$ cat config.mk
export PLATFORM = sky130hd
export DESIGN_NAME = branch_target_buffer_flat
export DESIGN_NICKNAME = d
export VERILOG_FILES = /design/src/rtl/branch_target_buffer_if.sv /design/src/rtl/branch_target_buffer.sv /design/src/flat_wrapper.sv
export SDC_FILE = /design/constraint.sdc
export NUM_CORES = 1
export LEC_CHECK = 0
export CAP_MARGIN = 10
export CORE_MARGIN = 2
export CORE_UTILIZATION = 30
export DETAILED_ROUTE_END_ITERATION = 10
export PLACE_DENSITY = 0.57
export SKIP_CTS_REPAIR_TIMING = 1
export SYNTH_ARGS = -nofsm -noshare
export SYNTH_HDL_FRONTEND = slang
export SYNTH_SLANG_ARGS = --single-unit
export TNS_END_PERCENT = 5
$ cat constraint.sdc
create_clock -name CLK -period 4.3 [get_ports CLK]
set_input_delay 0.86 -clock CLK [delete_from_list [all_inputs] [get_ports CLK]]
set_output_delay 0.86 -clock CLK [all_outputs]
set_load 0.03 [all_outputs]
$ cat src/rtl/branch_target_buffer_if.sv
// Fetch/update bus of the branch target buffer.
//   master (fetch + execute side): drives cpc, flush and the upd_* resolution
//     fields, and receives the prediction and the statistics.
//   slave (the BTB): the mirror image.
// All addresses are word addresses (byte address [31:2]).
interface branch_target_buffer_if;
    logic [29:0] cpc;
    logic        bpSel;
    logic [29:0] bp_a;
    logic        flush;
    logic        upd_en;
    logic [29:0] upd_pc;
    logic        upd_taken;
    logic [29:0] upd_target;
    logic        upd_predtaken;
    logic [29:0] upd_predtarget;
    logic        mispredict;
    logic [15:0] upd_cnt;
    logic [15:0] miss_cnt;

    modport master (
        output cpc, flush, upd_en, upd_pc, upd_taken, upd_target,
               upd_predtaken, upd_predtarget,
        input  bpSel, bp_a, mispredict, upd_cnt, miss_cnt
    );

    modport slave (
        input  cpc, flush, upd_en, upd_pc, upd_taken, upd_target,
               upd_predtaken, upd_predtarget,
        output bpSel, bp_a, mispredict, upd_cnt, miss_cnt
    );
endinterface

$ cat src/rtl/branch_target_buffer.sv
// Direct-mapped branch target buffer with 2-bit saturating direction counters.
//   CLK  : sole clock, rising edge
//   RST  : asynchronous active-high reset
//   bus  : slave side of branch_target_buffer_if
//          lookup  : cpc -> bpSel / bp_a (combinational)
//          update  : upd_* from execute, written on the rising edge
//          flush   : invalidates every entry at the next edge
//          stats   : mispredict (combinational), upd_cnt, miss_cnt (saturating)
module branch_target_buffer #(
    parameter int ENTRIES = 16,
    parameter int IDX_W   = 4
) (
    input  logic                  CLK,
    input  logic                  RST,
    branch_target_buffer_if.slave bus
);
    localparam int TAG_W = 30 - IDX_W;

    logic [ENTRIES-1:0] valid;
    logic [TAG_W-1:0]   tag_q [ENTRIES];
    logic [29:0]        tgt_q [ENTRIES];
    logic [1:0]         ctr_q [ENTRIES];

    logic [15:0]        upd_cnt_q;
    logic [15:0]        miss_cnt_q;

    logic [IDX_W-1:0]   rd_idx;
    logic [IDX_W-1:0]   wr_idx;
    logic               rd_hit;
    logic               wr_hit;
    logic [1:0]         ctr_nxt;
    logic               mis;

    // Lookup reads the registered table only, so an update in the same
    // cycle is not visible until after the edge.
    assign rd_idx = bus.cpc[IDX_W-1:0];
    assign rd_hit = valid[rd_idx] && (tag_q[rd_idx] == bus.cpc[29:IDX_W]);

    assign bus.bpSel = rd_hit && ctr_q[rd_idx][1];
    assign bus.bp_a  = rd_hit ? tgt_q[rd_idx] : '0;

    assign wr_idx = bus.upd_pc[IDX_W-1:0];
    assign wr_hit = valid[wr_idx] && (tag_q[wr_idx] == bus.upd_pc[29:IDX_W]);

    // A wrong target only counts when the branch was actually taken.
    assign mis = bus.upd_en &&
                 ((bus.upd_taken != bus.upd_predtaken) ||
                  (bus.upd_taken && (bus.upd_target != bus.upd_predtarget)));
    assign bus.mispredict = mis;

    always_comb begin
        ctr_nxt = ctr_q[wr_idx];
        if (bus.upd_taken) begin
            if (ctr_q[wr_idx] != 2'b11) ctr_nxt = ctr_q[wr_idx] + 2'b01;
        end else begin
            if (ctr_q[wr_idx] != 2'b00) ctr_nxt = ctr_q[wr_idx] - 2'b01;
        end
    end

    // Valid bits and counters carry reset; flush only drops the valid bits.
    always_ff @(posedge CLK or posedge RST) begin
        if (RST) begin
            valid <= '0;
            for (int i = 0; i < ENTRIES; i++) ctr_q[i] <= 2'b00;
        end else if (bus.flush) begin
            valid <= '0;
        end else if (bus.upd_en) begin
            if (wr_hit) begin
                ctr_q[wr_idx] <= ctr_nxt;
            end else if (bus.upd_taken) begin
                valid[wr_idx] <= 1'b1;
                ctr_q[wr_idx] <= 2'b10;
            end
        end
    end

    // Tag/target storage needs no reset: it is only observed behind valid.
    // A taken update writes both on hit (tag unchanged) and on allocation.
    always_ff @(posedge CLK) begin
        if (!RST && !bus.flush && bus.upd_en && bus.upd_taken) begin
            tgt_q[wr_idx] <= bus.upd_target;
            tag_q[wr_idx] <= bus.upd_pc[29:IDX_W];
        end
    end

    always_ff @(posedge CLK or posedge RST) begin
        if (RST) begin
            upd_cnt_q  <= '0;
            miss_cnt_q <= '0;
        end else begin
            if (bus.upd_en && (upd_cnt_q != 16'hFFFF)) upd_cnt_q  <= upd_cnt_q + 16'd1;
            if (mis && (miss_cnt_q != 16'hFFFF))       miss_cnt_q <= miss_cnt_q + 16'd1;
        end
    end

    assign bus.upd_cnt  = upd_cnt_q;
    assign bus.miss_cnt = miss_cnt_q;
endmodule

$ cat src/flat_wrapper.sv
// flat-port wrapper written by rule: the top's interface ports become plain ports
module branch_target_buffer_flat 
#(
    parameter int ENTRIES = 16,
    parameter int IDX_W   = 4
)
  (CLK, RST, bus_cpc, bus_flush, bus_upd_en, bus_upd_pc, bus_upd_taken, bus_upd_target, bus_upd_predtaken, bus_upd_predtarget, bus_bpSel, bus_bp_a, bus_mispredict, bus_upd_cnt, bus_miss_cnt);
  branch_target_buffer_if bus_i ();
  input  logic CLK;
  input  logic RST;
  input wire logic [$bits(bus_i.cpc)-1:0] bus_cpc;
  input wire logic [$bits(bus_i.flush)-1:0] bus_flush;
  input wire logic [$bits(bus_i.upd_en)-1:0] bus_upd_en;
  input wire logic [$bits(bus_i.upd_pc)-1:0] bus_upd_pc;
  input wire logic [$bits(bus_i.upd_taken)-1:0] bus_upd_taken;
  input wire logic [$bits(bus_i.upd_target)-1:0] bus_upd_target;
  input wire logic [$bits(bus_i.upd_predtaken)-1:0] bus_upd_predtaken;
  input wire logic [$bits(bus_i.upd_predtarget)-1:0] bus_upd_predtarget;
  output wire logic [$bits(bus_i.bpSel)-1:0] bus_bpSel;
  output wire logic [$bits(bus_i.bp_a)-1:0] bus_bp_a;
  output wire logic [$bits(bus_i.mispredict)-1:0] bus_mispredict;
  output wire logic [$bits(bus_i.upd_cnt)-1:0] bus_upd_cnt;
  output wire logic [$bits(bus_i.miss_cnt)-1:0] bus_miss_cnt;
  assign bus_i.cpc = bus_cpc;
  assign bus_i.flush = bus_flush;
  assign bus_i.upd_en = bus_upd_en;
  assign bus_i.upd_pc = bus_upd_pc;
  assign bus_i.upd_taken = bus_upd_taken;
  assign bus_i.upd_target = bus_upd_target;
  assign bus_i.upd_predtaken = bus_upd_predtaken;
  assign bus_i.upd_predtarget = bus_upd_predtarget;
  assign bus_bpSel = bus_i.bpSel;
  assign bus_bp_a = bus_i.bp_a;
  assign bus_mispredict = bus_i.mispredict;
  assign bus_upd_cnt = bus_i.upd_cnt;
  assign bus_miss_cnt = bus_i.miss_cnt;
  branch_target_buffer #(.ENTRIES(ENTRIES), .IDX_W(IDX_W)) u_core (.CLK(CLK), .RST(RST), .bus(bus_i));
endmodule
==> flow_metrics.tcl, run 1 <==
set metrics [dict create \
    vias 23908 \
    synth_ff_type "edfxtp_1" \
    drive_gt1_share_pct 33.5 \
    h-tree-depth 3 \
    wl_met2_mm 60.3 \
    drtPass1Iterations 6 \
    track_usage_pct 16.8 \
    wl_per_cell_um 27.5 \
    rr_worst_depth 11 \
    coreArea_um2 142000 \
    grt_overflow_total 0 \
    yosysSeqAreaShare_pct 67.4 \
    fin_crit_ns 5.20 \
    antenna_found_initial 1 \
    regToRegStartpoint "u_core.tag_q[8][6]$_DFFE_PP_" \
    diodes 0 \
    worst_slack_ns -0.901 \
    pwr_density_cell_nw_per_um2 407 \
    outcome "complete, but fails checks" \
    numClockSinks 976 \
    start_util_pct 30.3 \
    slew_violations 0 \
    tightest_slew_ns 1.05 \
    cts_root_buf "clkbuf_16" \
    synth_edf_count 896 \
    ir_drop_uv 370 \
    fmax_mhz 192 \
    synth.area.top_cells "edfxtp_1 (63%), mux4_2 (19%), dfrtp_1 (4.7%)" \
    relSlewSlack_pct 29.9 \
    cts_tree "done" \
    dp_cells 4323 \
    drt-met1-wl_mm 53.3 \
    synth_nets 2282 \
    rsz0062_at_grt "yes" \
    vias_per_cell 5.29 \
    hold_viol 0 \
    cts_made_buffers 103 \
    hp-start "u_core.bus.upd_cnt[14]$_DFFE_PP0P_" \
    synth_most_common_cell "edfxtp_1" \
    worstPathMaxFanout 8 \
    drtIter0Drc 2640 \
    synth_top_area_share_pct 62.7 \
    endpoint_kind "output port" \
    antenna_left 0 \
    met3_length_mm 8.09 \
    grt_max_degree 66 \
    p_leak_nw 17.5 \
    die_y_um 382 \
    period_share_pct 121 \
    layout.cells.non_filler 4520 \
    insertion_delay_ns 0.73 \
    die-area_um2 146000 \
    syn_area_per_cell_um2 19.9 \
    startpoint "bus_cpc[0]" \
    worstSetupPathType "input pin to output port" \
    fp.dieW_um 382 \
    crit_required_ns 3.44 \
    ys_top_cells_by_count "edfxtp_1 (896), mux4_2 (371), mux2i_1 (82), xnor2_1 (82), dfrtp_1 (80)" \
    ff2ff_setup_slack_ns 0.95 \
    drc_errors 0 \
    synthCells 2154 \
    async_reset_ff_share_pct 8.20 \
    endpoint "bus_bp_a[5]" \
    holdWs_ns 0.493 \
    ys_types 63 \
    min-delay-path-class "flip-flop to flip-flop" \
    fin_util_pct 37.4 \
    io_buffers 189 \
    drv_cap 0 \
    setup_viol 31 \
    reg2reg_to "u_core.ctr_q[27]$_DFFE_PP0P_" \
    synth-seq-cells 976 \
    fin_worst_skew_ns 0.0651 \
    ioPinCount 190 \
    syn_area_um2 42900 \
    wl_mm 124 \
    cts.path.max_buffers 3 \
    globalplace.congestion 0.856 \
    top_layer "met5" \
    area_delta_synth_final_pct 23.5 \
    rows 138 \
    ys_warn_count 0 \
    cp-start-kind "input pin" \
    fin_nets 2670 \
    violations "negative setup slack" \
    dpl.hpwl_mm 77.3 \
    clk_pin_slew_ns 0.06 \
    synth_area_leader_cell "edfxtp_1" \
    tns_ns -27.36 \
    grt_pass1_vias 24773 \
    cp_data_arrival_time_ns 4.34 \
    grt_pass1_wl_mm 179 \
]
through the flow:
| stage | power [W] | setup WS, ns | area (µm²) |
|---|---|---|---|
| after floorplan | 0.0119 | -0.264 | 43300 |
| after global placement | 0.0128 | -1.26 | 49500 |
| after detailed placement | 0.0128 | -1.15 | 49500 |
| after CTS | 0.0218 | -1.19 | 52900 |
| after global routing | 0.0223 | -0.972 | 53000 |
| final | 0.0216 | -0.901 | 53000 |
worst min-delay path by stage:
| stage | end | slack [ns] | depth (start not counted) |
|---|---|---|---|
| final | u_core.bus.upd_cnt[14]$_DFFE_PP0P_ | 0.49 | 1 |
| after global routing | u_core.ctr_q[9]$_DFFE_PP0P_ | 0.49 | 2 |
| after CTS | u_core.ctr_q[9]$_DFFE_PP0P_ | 0.46 | 2 |
| after detailed placement | u_core.bus.upd_cnt[14]$_DFFE_PP0P_ | 0.48 | 1 |
| after global placement | u_core.bus.miss_cnt[8]$_DFFE_PP0P_ | 0.47 | 1 |
| after floorplan | u_core.valid[15]$_DFFE_PP0P_ | 0.49 | 2 |
critical path, cell delays in order:
cell     delay (ns)
buf_12         0.11
buf_8          0.13
buf_12         0.14
mux4_2         0.50
mux4_2         0.51
xnor2_2        0.21
nand4_1        0.24
nor4_4         0.43
buf_4          0.18
nand4_1        0.28
buf_12         0.29
buf_12         0.17
nor2b_4        0.13
buf_12         0.12
layout by cell type (no fill, tap or decap), types with 5 or more instances in the layout:
| cell | count |
|---|---|
| clkdlybuf4s50_1 | 150 |
| xnor2_1 | 79 |
| nand2_1 | 65 |
| o31a_1 | 18 |
| mux2i_1 | 82 |
| a21oi_2 | 5 |
| nor3_4 | 12 |
| mux2_2 | 23 |
| xor2_1 | 43 |
| clkbuf_1 | 21 |
| nand3_1 | 13 |
| buf_12 | 86 |
| mux4_2 | 371 |
| a22oi_1 | 10 |
| nor2b_4 | 30 |
| nand2b_1 | 6 |
| dfrtp_1 | 80 |
| clkinvlp_4 | 8 |
| nor3_1 | 16 |
| clkinv_4 | 5 |
| a21oi_1 | 30 |
| buf_4 | 172 |
| nand4_1 | 22 |
| bufinv_16 | 9 |
| a21o_1 | 16 |
| nor2_1 | 38 |
| nor4_1 | 5 |
| clkinv_1 | 14 |
| o22ai_1 | 29 |
| o311a_1 | 15 |
| nor2b_1 | 5 |
| clkbuf_16 | 105 |
| inv_1 | 29 |
| clkinv_2 | 21 |
| a221oi_1 | 11 |
| edfxtp_1 | 896 |
| and3_1 | 5 |
report_power, final:
group	leakage [nW]	switching [W]	internal, W
clock network	1.66	0.00386	0.00507
logic	6.71	0.00107	0.000969
registers	9.12	0.000123	0.0105
total	17.5	0.00505	0.0165
kinds of logic after synthesis:
family | share of synthesized area, %
compound gates | 2.94
xor+xnor | 2.55
mux | 22.2
fa+ha+maj | 0.105
simple gates | 2.79
buf+inv | 1.96
flops | 67.4
flip-flops by register name, indices dropped and copies added, names as in the netlist:
name and cells:
u_core.bus.miss_cnt 16, u_core.bus.upd_cnt 16, u_core.ctr_q 32, u_core.tag_q 416, u_core.tgt_q 480, u_core.valid 16
metal layers:
| layer | GRT usage [%] | vias to the layer above |
|---|---|---|
| met5 | 0 | - |
| li1 | - | 9844 |
| met2 | 27.2 | 1008 |
| met4 | 3.92 | 2 |
| met1 | 23.5 | 12882 |
| met3 | 2.97 | 172 |
cell type report:
cell class / instances / area [µm²]
timing repair buffer: 415 / 4610
fill: 12822 / 88800
tap: 1890 / 2360
multi-input combinational: 1014 / 13600
sequential: 976 / 28900
inverter: 32 / 124
clock inverter: 66 / 708
clock buffer: 127 / 2710
Note: power is estimated with default switching activity, not from simulation.
==> run 2: changes to the inputs <==
--- a/config.mk
+++ b/config.mk
@@ -8,9 +8,12 @@
 export CAP_MARGIN = 10
 export CORE_MARGIN = 2
 export CORE_UTILIZATION = 30
+export CTS_CLUSTER_SIZE = 16
 export DETAILED_ROUTE_END_ITERATION = 10
 export PLACE_DENSITY = 0.57
+export REMOVE_ABC_BUFFERS = 1
 export SKIP_CTS_REPAIR_TIMING = 1
+export SLEW_MARGIN = 30
 export SYNTH_ARGS = -nofsm -noshare
 export SYNTH_HDL_FRONTEND = slang
 export SYNTH_SLANG_ARGS = --single-unit
==> flow_metrics.tcl, run 2 (synthesis gave the netlist of run 1 again) <==
set metrics [dict create \
    fin_nets 2691 \
    hold_viol 0 \
    fmax_mhz 201 \
    vias_per_cell 5.32 \
    io_buffers 189 \
    fin_util_pct 37.5 \
    vias 24182 \
    slowest_stage "mux4_2" \
    antenna_left 0 \
    drc_errors 0 \
    dp_cells 4330 \
    worstSetupPathType "input pin to output port" \
    cp-start-kind "input pin" \
    wl_per_cell_um 27.9 \
    globalplace.congestion 0.841 \
    fin_worst_skew_ns 0.0596 \
    die_y_um 382 \
    slowest_delay_ns 0.49 \
    rows 138 \
    tns_ns -19.06 \
    fp.dieW_um 382 \
    cpMostUsedCell "buf_16" \
    cts_root_buf "clkbuf_16" \
    h-tree-depth 3 \
    p_switching_w 0.00508 \
    drtIter0Drc 2763 \
    final_area_um2 53200 \
    switching_share_pct 23.5 \
    cts.path.max_buffers 3 \
    drive_gt1_share_pct 34.0 \
    die-area_um2 146000 \
    min-delay-path-class "input pin to asynchronous set/reset pin" \
    met2_usage_pct 27.8 \
    largest_register "u_core.tgt_q" \
    period_share_pct 116 \
    p_clk_share_pct 41.4 \
    final_common_cell "edfxtp_1" \
    setup_viol 31 \
    largest_reg_flops 480 \
    dpl.hpwl_mm 77.4 \
    grt_overflow_total 0 \
    slew_violations 0 \
    p_int_w 0.0165 \
    violations "negative setup slack" \
    grt_pass1_vias 25202 \
    seq_power_share_pct 49.1 \
    pwr_density_cell_nw_per_um2 406 \
    p_leak_nw 17.5 \
    tightest_slew_ns 0.760 \
    grt_max_degree 102 \
    path_buf_inv 8 \
    grt_pass1_wl_mm 179 \
    antenna_found_initial 8 \
    drtPass1Iterations 7 \
    relSlewSlack_pct 48.9 \
    layout_common_cells "edfxtp_1 (896), mux4_2 (371), buf_4 (185)" \
    ir_drop_uv 297 \
    holdWs_ns 0.458 \
    ioPinCount 190 \
    reg_top3 "u_core.tgt_q (480), u_core.tag_q (416), u_core.ctr_q (32)" \
    combPwrFrac_pct 9.4 \
    endpoint_kind "output port" \
    worst_slack_ns -0.683 \
    drv_cap 0 \
    outcome "complete, but fails checks" \
    numClockSinks 976 \
    clk_pin_slew_ns 0.06 \
    use_met1_pct 22.5 \
    fin_crit_ns 4.98 \
    track_usage_pct 16.8 \
    crit_required_ns 3.44 \
    rsz0062_at_grt "yes" \
    insertion_delay_ns 0.74 \
    worstPathMaxFanout 8 \
    met3_usage_pct 3.24 \
    crit_chain "buf_16 > buf_16 > buf_12 > buf_4 > mux4_2 > mux4_2 > xor2_2 > nor4_2 > buf_4 > nand4_1 > buf_6 > buf_16 > nor2b_4 > buf_12" \
    worst_path_dominant_cell_family "buffers and inverters" \
    wl_mm 127 \
    cts_made_buffers 106 \
    area_delta_synth_final_pct 24.0 \
    cp_data_arrival_time_ns 4.12 \
    cts_tree "done" \
    coreArea_um2 142000 \
    placed_area_um2 49200 \
    ff2ff_setup_slack_ns 0.89 \
    start_util_pct 30.3 \
    grt-busiest-layer "met2" \
    diodes 0 \
    layout.cells.non_filler 4542 \
]
-- run 2: power groups by stage --
stage	Combinational [W]	Sequential (W)	Clock (W)
global route	0.00216	0.0106	0.00953
floorplan	0.000815	0.0109	0
finish	0.00204	0.0106	0.00895
detailed placement	0.00201	0.0108	0
CTS	0.00202	0.0106	0.00914
global placement	0.00198	0.0108	0
-- run 2: final timing paths --
path / end / startpoint / cells after the start
max: bus_bp_a[24] / bus_cpc[0] / 14
min: u_core.ctr_q[8]$_DFFE_PP0P_ / RST / 2
max reg2reg: u_core.ctr_q[11]$_DFFE_PP0P_ / u_core.tag_q[4][15]$_DFFE_PP_ / 11
min reg2reg: u_core.bus.miss_cnt[8]$_DFFE_PP0P_ / u_core.bus.miss_cnt[8]$_DFFE_PP0P_ / 1
max in group asynchronous: u_core.bus.miss_cnt[12]$_DFFE_PP0P_ / RST / 3
min in group CLK: u_core.bus.miss_cnt[8]$_DFFE_PP0P_ / u_core.bus.miss_cnt[8]$_DFFE_PP0P_ / 1
-- run 2: cell type report --
cell class	count	area, µm²
inverter	32	121
sequential	976	28900
timing repair buffer	433	4820
fill	12844	88600
clock inverter	79	712
tap	1890	2360
clock buffer	118	2720
multi-input combinational	1014	13500
-- run 2: per-stage QoR --
stage,setup slack [ns],power (W)
finish,-0.683,0.0216
global route,-0.771,0.0223
detailed placement,-0.826,0.0128
global placement,-0.914,0.0128
CTS,-0.867,0.0218
floorplan,-3.43,0.0117
-- run 2: routing by layer --
layer  routed length, µm  vias up  part of all wire, %
met1               51700    12941                   41
li1                    -     9877                    -
met4                3560        8                  2.8
met3                9920      245                  7.8
met5                  59        -                0.046
met2               61700     1111                   49
-- run 2: worst register-to-register path, stage by stage (launching register included) --
cell and delay, ns:
edfxtp_1 0.39, mux4_2 0.51, a21oi_2 0.18, o311ai_1 0.11, a2111oi_0 0.46, buf_4 0.19, nand4b_1 0.16, a2111o_1 0.46
buf_12 0.19, nor4_4 0.26, buf_4 0.23, a21oi_1 0.09
==> run 3: changes to the inputs <==
--- a/config.mk
+++ b/config.mk
@@ -6,7 +6,7 @@
 export NUM_CORES = 1
 export LEC_CHECK = 0
 export CAP_MARGIN = 10
-export CORE_MARGIN = 2
+export CORE_MARGIN = 10
 export CORE_UTILIZATION = 30
 export CTS_CLUSTER_SIZE = 16
 export DETAILED_ROUTE_END_ITERATION = 10
==> flow_metrics.tcl, run 3 (synthesis gave the netlist of run 1 again) <==
set metrics [dict create \
    outcome "complete, but fails checks" \
    violations "negative setup slack" \
    start_util_pct 30.3 \
    drtPass1Iterations 5 \
    hold_viol 0 \
    grt_overflow_total 0 \
    drive_gt1_share_pct 34.0 \
    worstPathMaxFanout 9 \
    drv_cap 0 \
    period_share_pct 111 \
    coreArea_um2 142000 \
    numClockSinks 976 \
    area_delta_synth_final_pct 23.7 \
    endpoint_kind "output port" \
    drc_errors 0 \
    fin_util_pct 37.4 \
    die_y_um 398 \
    globalplace.congestion 0.826 \
    ioPinCount 190 \
    reg_top3 "u_core.tgt_q (480), u_core.tag_q (416), u_core.ctr_q (32)" \
    min-delay-path-class "input pin to asynchronous set/reset pin" \
    grt_pass1_vias 25017 \
    h-tree-depth 3 \
    wl_mm 126 \
    worstSetupPathType "input pin to output port" \
    io_buffers 189 \
    cts_root_buf "clkbuf_16" \
    final_common_cell "edfxtp_1" \
    layout.cells.non_filler 4552 \
    fin_crit_ns 4.79 \
    reg2reg_to "u_core.ctr_q[31]$_DFFE_PP0P_" \
    cp-start-kind "input pin" \
    cts_made_buffers 103 \
    worst_slack_ns -0.489 \
    fmax_mhz 209 \
    vias 23651 \
    relSlewSlack_pct 41.9 \
    wl_per_cell_um 27.6 \
    ir_drop_uv 328 \
    regToRegStartpoint "u_core.tag_q[7][15]$_DFFE_PP_" \
    layout_common_cells "edfxtp_1 (896), mux4_2 (371), buf_4 (198)" \
    rr_worst_depth 11 \
    slowest_delay_ns 0.50 \
    insertion_delay_ns 0.72 \
    fp.dieW_um 398 \
    drtIter0Drc 2271 \
    largest_reg_flops 480 \
    rsz0062_at_grt "yes" \
    crit_required_ns 3.44 \
    grt_max_degree 85 \
    p_leak_nw 17.5 \
    clk_pin_slew_ns 0.06 \
    cts_tree "done" \
    dpl.hpwl_mm 78.5 \
    vias_per_cell 5.20 \
    grt_pass1_wl_mm 179 \
    fin_worst_skew_ns 0.0568 \
    fin_nets 2697 \
    crit_chain "buf_16 > clkbuf_16 > mux4_2 > mux4_2 > xnor2_2 > nand4_1 > nor4_2 > nand4_1 > buf_6 > clkbuf_16 > nor2b_2 > buf_12" \
    largest_register "u_core.tgt_q" \
    cp_data_arrival_time_ns 3.93 \
    dpl_worst_slack_ns -1.00 \
    holdWs_ns 0.438 \
    tightest_slew_ns 0.867 \
    rows 138 \
    antenna_found_initial 10 \
    slowest_stage "mux4_2" \
    setup_viol 31 \
    slew_violations 0 \
    pwr_density_cell_nw_per_um2 403 \
    ff2ff_setup_slack_ns 0.89 \
    cts.path.max_buffers 3 \
    tns_ns -14.33 \
    antenna_left 0 \
    dp_cells 4332 \
    die-area_um2 158000 \
    startpoint "bus_cpc[0]" \
    track_usage_pct 15.4 \
]
run 3: changes by cell type in the layout (fill, tap and decap cells not counted), moves of 2 or more:
cell / before / now
clkbuf_16: 111 / 108
buf_4: 185 / 198
clkinv_1: 30 / 21
buf_6: 9 / 5
nor2b_2: 1 / 6
diode_2: 0 / 7
xnor2_1: 78 / 80
clkinv_8: 0 / 2
nor2b_4: 30 / 25
clkbuf_1: 11 / 20
buf_12: 80 / 78
run 3: metrics by stage:
stage | instance area [µm²] | power (W)
6_report | 53100 | 0.0214
5_1_grt | 53100 | 0.0221
4_1_cts | 52500 | 0.0216
3_5_place_dp | 49100 | 0.0128
3_3_place_gp | 49100 | 0.0128
2_1_floorplan | 42200 | 0.0117
run 3: worst max path at each step:
stage          slack (ns)                             to  cells after the start
6_report            -0.49                   bus_bp_a[29]                     12
5_1_grt             -0.58                   bus_bp_a[21]                     12
4_1_cts             -1.02                    bus_bp_a[7]                     13
3_5_place_dp        -1.00                    bus_bp_a[7]                     13
3_3_place_gp        -0.99                    bus_bp_a[7]                     13
2_1_floorplan       -3.43  u_core.tag_q[10][0]$_DFFE_PP_                      3
run 3: power by group:
group	internal, W	switching, W	total [W]
Combinational	0.000992	0.00106	0.00205
Sequential	0.0105	0.000131	0.0106
Clock	0.00497	0.00377	0.00874
Total	0.0164	0.00496	0.0214
run 3: per-layer routing:
layer	GRT usage (%)	vias to the layer above	share of wire, %
li1	-	9892	-
met5	0	-	0
met1	19.7	12550	40
met3	3.44	211	7.3
met4	4.91	0	3.1
met2	26.0	998	50
run 3: worst max-delay path: cells and delay by family:
family / cells / cell delay, ns
xor gates and xnor gates: 1 / 0.22
buffers and inverters: 5 / 0.84
muxes: 2 / 0.99
and+or+nand+nor: 4 / 0.97
run 3: area by class of cell:
| cell class | count | area, µm² |
|---|---|---|
| repair buffers | 442 | 4880 |
| clock inverters | 68 | 667 |
| clock buffers | 123 | 2650 |
| multi-input cells | 1014 | 13500 |
| inverters | 32 | 121 |
| diodes | 7 | 17.5 |
| flip-flops and latches | 976 | 28900 |
| well taps | 1890 | 2360 |
| fillers | 12818 | 88700 |
